## src/rtl/instr_queue.sv

```systemverilog
// rtl/instr_queue.sv - fetch-to-dispatch instruction queue
// Circular buffer of {instr, PC, nPC} packets with valid/ready dispatch and flush.
module instr_queue #(
   parameter int IQ_DEPTH     = 4,
   parameter int LOG_IQ_DEPTH = 2
) (
   input  logic                    CLK,
   input  logic                    nRST,
   input  logic                    from_fetch_ivalid,
   input  logic [31:0]             from_fetch_instr,
   input  logic [13:0]             from_fetch_PC,
   input  logic [13:0]             from_fetch_nPC,
   input  logic                    from_pipeline_take_resolved,
   input  logic                    dispatch_ready,
   output logic                    to_dispatch_valid,
   output logic [31:0]             to_dispatch_instr,
   output logic [13:0]             to_dispatch_PC,
   output logic [13:0]             to_dispatch_nPC,
   output logic                    stall_fetch_unit,
   output logic [LOG_IQ_DEPTH:0]   iq_count
);

   localparam logic [LOG_IQ_DEPTH:0] PTR_ONE = {{LOG_IQ_DEPTH{1'b0}}, 1'b1};

   logic [LOG_IQ_DEPTH:0]   head;
   logic [LOG_IQ_DEPTH:0]   tail;
   logic [LOG_IQ_DEPTH-1:0] head_idx;
   logic [LOG_IQ_DEPTH-1:0] tail_idx;
   logic [31:0]             instr_mem [IQ_DEPTH];
   logic [13:0]             pc_mem    [IQ_DEPTH];
   logic [13:0]             npc_mem   [IQ_DEPTH];
   logic                    empty;
   logic                    full;
   logic                    enq;
   logic                    deq;

   assign head_idx = head[LOG_IQ_DEPTH-1:0];
   assign tail_idx = tail[LOG_IQ_DEPTH-1:0];

   // Wrap bit distinguishes full from empty when the index bits match.
   assign empty = (head == tail);
   assign full  = (head_idx == tail_idx) && (head[LOG_IQ_DEPTH] != tail[LOG_IQ_DEPTH]);

   assign enq = from_fetch_ivalid & ~full & ~from_pipeline_take_resolved;
   assign deq = to_dispatch_valid & dispatch_ready;

   assign to_dispatch_valid = ~empty & ~from_pipeline_take_resolved;
   assign to_dispatch_instr = instr_mem[head_idx];
   assign to_dispatch_PC    = pc_mem[head_idx];
   assign to_dispatch_nPC   = npc_mem[head_idx];
   assign stall_fetch_unit  = full;
   assign iq_count          = tail - head;

   always_ff @(posedge CLK, negedge nRST) begin
      if (!nRST) begin
         head <= '0;
         tail <= '0;
         for (int i = 0; i < IQ_DEPTH; i++) begin
            instr_mem[i] <= '0;
            pc_mem[i]    <= '0;
            npc_mem[i]   <= '0;
         end
      end else if (from_pipeline_take_resolved) begin
         // Flush resets pointers only; stale entries are unreachable once empty.
         head <= '0;
         tail <= '0;
      end else begin
         if (enq) begin
            instr_mem[tail_idx] <= from_fetch_instr;
            pc_mem[tail_idx]    <= from_fetch_PC;
            npc_mem[tail_idx]   <= from_fetch_nPC;
            tail                <= tail + PTR_ONE;
         end
         if (deq) begin
            head <= head + PTR_ONE;
         end
      end
   end

endmodule

```

## config.mk

```make
export PLATFORM = sky130hd
export DESIGN_NAME = instr_queue
export DESIGN_NICKNAME = d
export VERILOG_FILES = /design/src/rtl/instr_queue.sv
export SDC_FILE = /design/constraint.sdc
export NUM_CORES = 1
export LEC_CHECK = 0
export CORE_MARGIN = 2
export CORE_UTILIZATION = 43
export DETAILED_ROUTE_END_ITERATION = 16
export MAX_ROUTING_LAYER = met4
export PLACE_DENSITY = 0.7
export RECOVER_POWER = 25
export REMOVE_ABC_BUFFERS = 1
export SLEW_MARGIN = 10
export SYNTH_ARGS = -nofsm -noshare
export SYNTH_HDL_FRONTEND = slang
export SYNTH_SLANG_ARGS = --single-unit
export TNS_END_PERCENT = 100
```

## constraint.sdc

```tcl
create_clock -name CLK -period 6.95 [get_ports CLK]
set_clock_uncertainty 0.2 [all_clocks]
set_input_delay 1.39 -clock CLK [delete_from_list [all_inputs] [get_ports CLK]]
set_output_delay 1.39 -clock CLK [all_outputs]
set_load 0.005 [all_outputs]
```

==> flow_metrics.py <==
metrics = {
    "timing": {
        "setup_slack_ps": 2135,
        "slew_headroom_pct": -97.11,
        "slew_viol_final": 122,
        "period_share_pct": 69.28,
        "finalHoldViolations": 0,
        "finalSetupTns_ps": 0,
        "max_freq_ghz": 0.2077,
        "rsz0062_at_grt": "false",
        "period_minus_slack_ps": 4815,
        "worstMarginPinSlew_ps": 2957,
        "setup_violations": 0,
    },
    "synth": {
        "synth_flop_cell": "dfrtp_1",
        "synth_area_leaders": "dfrtp_1, mux2_2, mux4_2",
        "ys_warn_count": 0,
        "syn_area_mm2": 0.01086,
        "synth_common_cells": "dfrtp_1, mux2_2, mux4_2, mux2_1, buf_2",
        "synth.distinct_cells": 30,
        "synth_edf_count": 0,
        "yosysTopAreaCell": "dfrtp_1",
        "netlist.area_leader.share_pct": 56.68,
        "synth-seq-cells": 246,
        "ys_seq_area_share_pct": 56.68,
        "ys_async_sr_fraction_pct": 100.0,
        "synthCells": 638,
        "synth.avg_cell_area_um2": 17.02,
        "synth.most_common_cell": "dfrtp_1",
    },
    "status": {
        "outcome": "finished with violations",
        "failed_checks": "capacitance limit, slew limit",
    },
    "grt": {
        "overflow": 0,
        "grt_pass1_wl_mm": 37.11,
        "grt_pass1_vias": 6790,
        "grt_usage_pct": 18.40,
        "grt_max_degree": 122,
        "antenna_found_initial": 0,
    },
    "floorplanning": {
        "initial_utilization_pct": 43.50,
        "die_area_mm2": 0.02654,
        "fp.dieW_um": 162.9,
        "coreArea_mm2": 0.02496,
        "num_io_pins": 130,
        "row_count": 58,
        "die_h_um": 162.9,
    },
    "worst_setup_path": {
        "crit_path_start": "head[0]",
        "cp.arrival_ps": 3220,
        "crit_required_ps": 5360,
        "worstSetupStartpointType": "flip-flop",
        "critPathMaxFanout": 41,
        "reg2reg_from": "head[0]",
        "critPathKind": "reg -> out",
        "endpoint_kind": "primary output",
    },
    "detailed_routing": {
        "first_iter_violations": 358,
        "ant_nets": 0,
        "vias": 6043,
        "viasPerCell": 5.444,
        "remaining_drc_errors": 0,
        "dr.pass1.iters": 6,
        "post_drt_wl_per_cell_um": 20.99,
        "routed_wl_mm": 23.30,
    },
    "layout": {
        "stdcell_count": 1110,
        "fin_nets": 836,
        "multi_input_area_mm2": 0.004448,
        "fillers": 2014,
        "area_growth_pct": 21.87,
        "drive_gt1_share_pct": 42.69,
        "antenna_cells": 0,
        "register_area_mm2": 0.006161,
    },
    "clock_network": {
        "clk_path_buf_depth": 3,
        "clock-sinks": 246,
        "cts_hold_buf": 0,
        "htree_levels": 1,
        "cts-root-buf": "clkbuf_16",
        "cts-buffers-inserted": 26,
        "clk_pin_slew_ps": 70,
        "cts-resized-gates": 0,
        "clk_latency_ps": 520,
        "cts_setup_buffers": 0,
        "cts_tree": "yes",
    },
    "placed_design": {
        "place.gp.congestion": 0.7911,
        "hpwlAfterDp_mm": 14.12,
        "place_inst": 1065,
        "io_buffer_count": 129,
        "place_ws_ps": 2230,
    },
    "power": {
        "p_per_area_mw_per_mm2": 386.2,
        "ir_drop_mv": 0.2239,
        "p_leak_uw": 0.005535,
    },
    "worst_hold_path": {
        "holdCritStartpoint": "pc_mem[47]",
        "hp-class": "reg -> reg",
    },
    "flow_run": {
        "cap_violations": 1,
    },
}
-- sequential cells by signal, indices dropped and copies added (netlist names) --
signal and count:
instr_mem 128, head 3, tail 3, npc_mem 56
pc_mem 56
-- cells in the final DEF (no fill, tap or decap), drive strengths merged --
master,netlist,layout
mux4,60,60
and2,2,2
a21oi,2,2
nor4bb,1,1
nor2b,1,1
inv,8,8
o2111ai,1,1
nand2,5,5
xnor2,1,1
nand3b,2,2
a2111oi,1,1
mux2,242,242
clkbuf,9,44
o31ai,1,1
fa,1,1
ha,7,7
buf,32,8
nor2,5,5
a311o,2,2
bufinv,0,1
clkinv,0,2
o21a,2,2
mux2i,1,1
clkdlybuf4s50,0,127
dlygate4sd3,0,1
a21boi,1,1
a211oi,4,4
dfrtp,246,246
xor2,1,1
-- critical path, cell delays in order (launching register included) --
cell and delay (ps):
dfrtp_4 990, buf_4 590, mux4_2 620, clkdlybuf4s50_1 490
-- where the power goes --
part | switching, uW | leakage [uW] | internal (uW) | total [uW]
Combinational | 485 | 0.00205 | 1040 | 1530
Sequential | 294 | 0.00308 | 1940 | 2240
Clock | 536 | 0.000408 | 809 | 1340
-- stage by stage --
step	power [uW]	hold WS (ps)	utilization, %	area (um^2)
final	5111	281.5	53.02	13240
after detailed placement	3820	272.2	49.73	12420
after floorplan	3085	252.4	-	10610
after global placement	3706	261.5	49.73	12420
after global routing	5389	298.7	53.02	13240
after CTS	5190	285.0	53.07	13250
-- cell type report --
class	instances	share of cell area, %
Sequential cell	246	46.55
Multi-Input combinational cell	343	33.61
Timing Repair Buffer	138	10.21
Clock buffer	42	5.984
Tap cell	330	3.120
Clock inverter	3	0.3025
Inverter	8	0.2269
-- worst paths after layout --
kind / depth (start not counted) / slack [ps] / to
worst max-delay path: 3 / 2140 / to_dispatch_instr[27]
worst min-delay path: 1 / 280 / pc_mem[47]
worst max register to register: 5 / 2970 / instr_mem[65]
worst min register to register: 1 / 280 / pc_mem[47]
max in group asynchronous: 2 / 2320 / pc_mem[13]
min in group asynchronous: 1 / 1590 / instr_mem[118]
-- cells by family (layout without fill, tap and decap cells) --
group                      Yosys count  after routing  synth area share (%)
AOI/OAI and AO/OA                   14             14                 1.221
xor gates and xnor gates             2              2                0.1613
adders and majority gates            8              8                0.9908
buffers and inverters               49            191                 2.569
DFF                                246            246                 56.68
muxes                              303            303                 37.63
and+or+nand+nor                     16             16                0.7489
-- layer usage --
metal,share of wire (%),GRT usage [%]
met1,41,22.98
met2,53,31.64
met3,3.4,2.572
met4,2.3,4.988
met5,0,-
(Power assumes the default switching activity.)
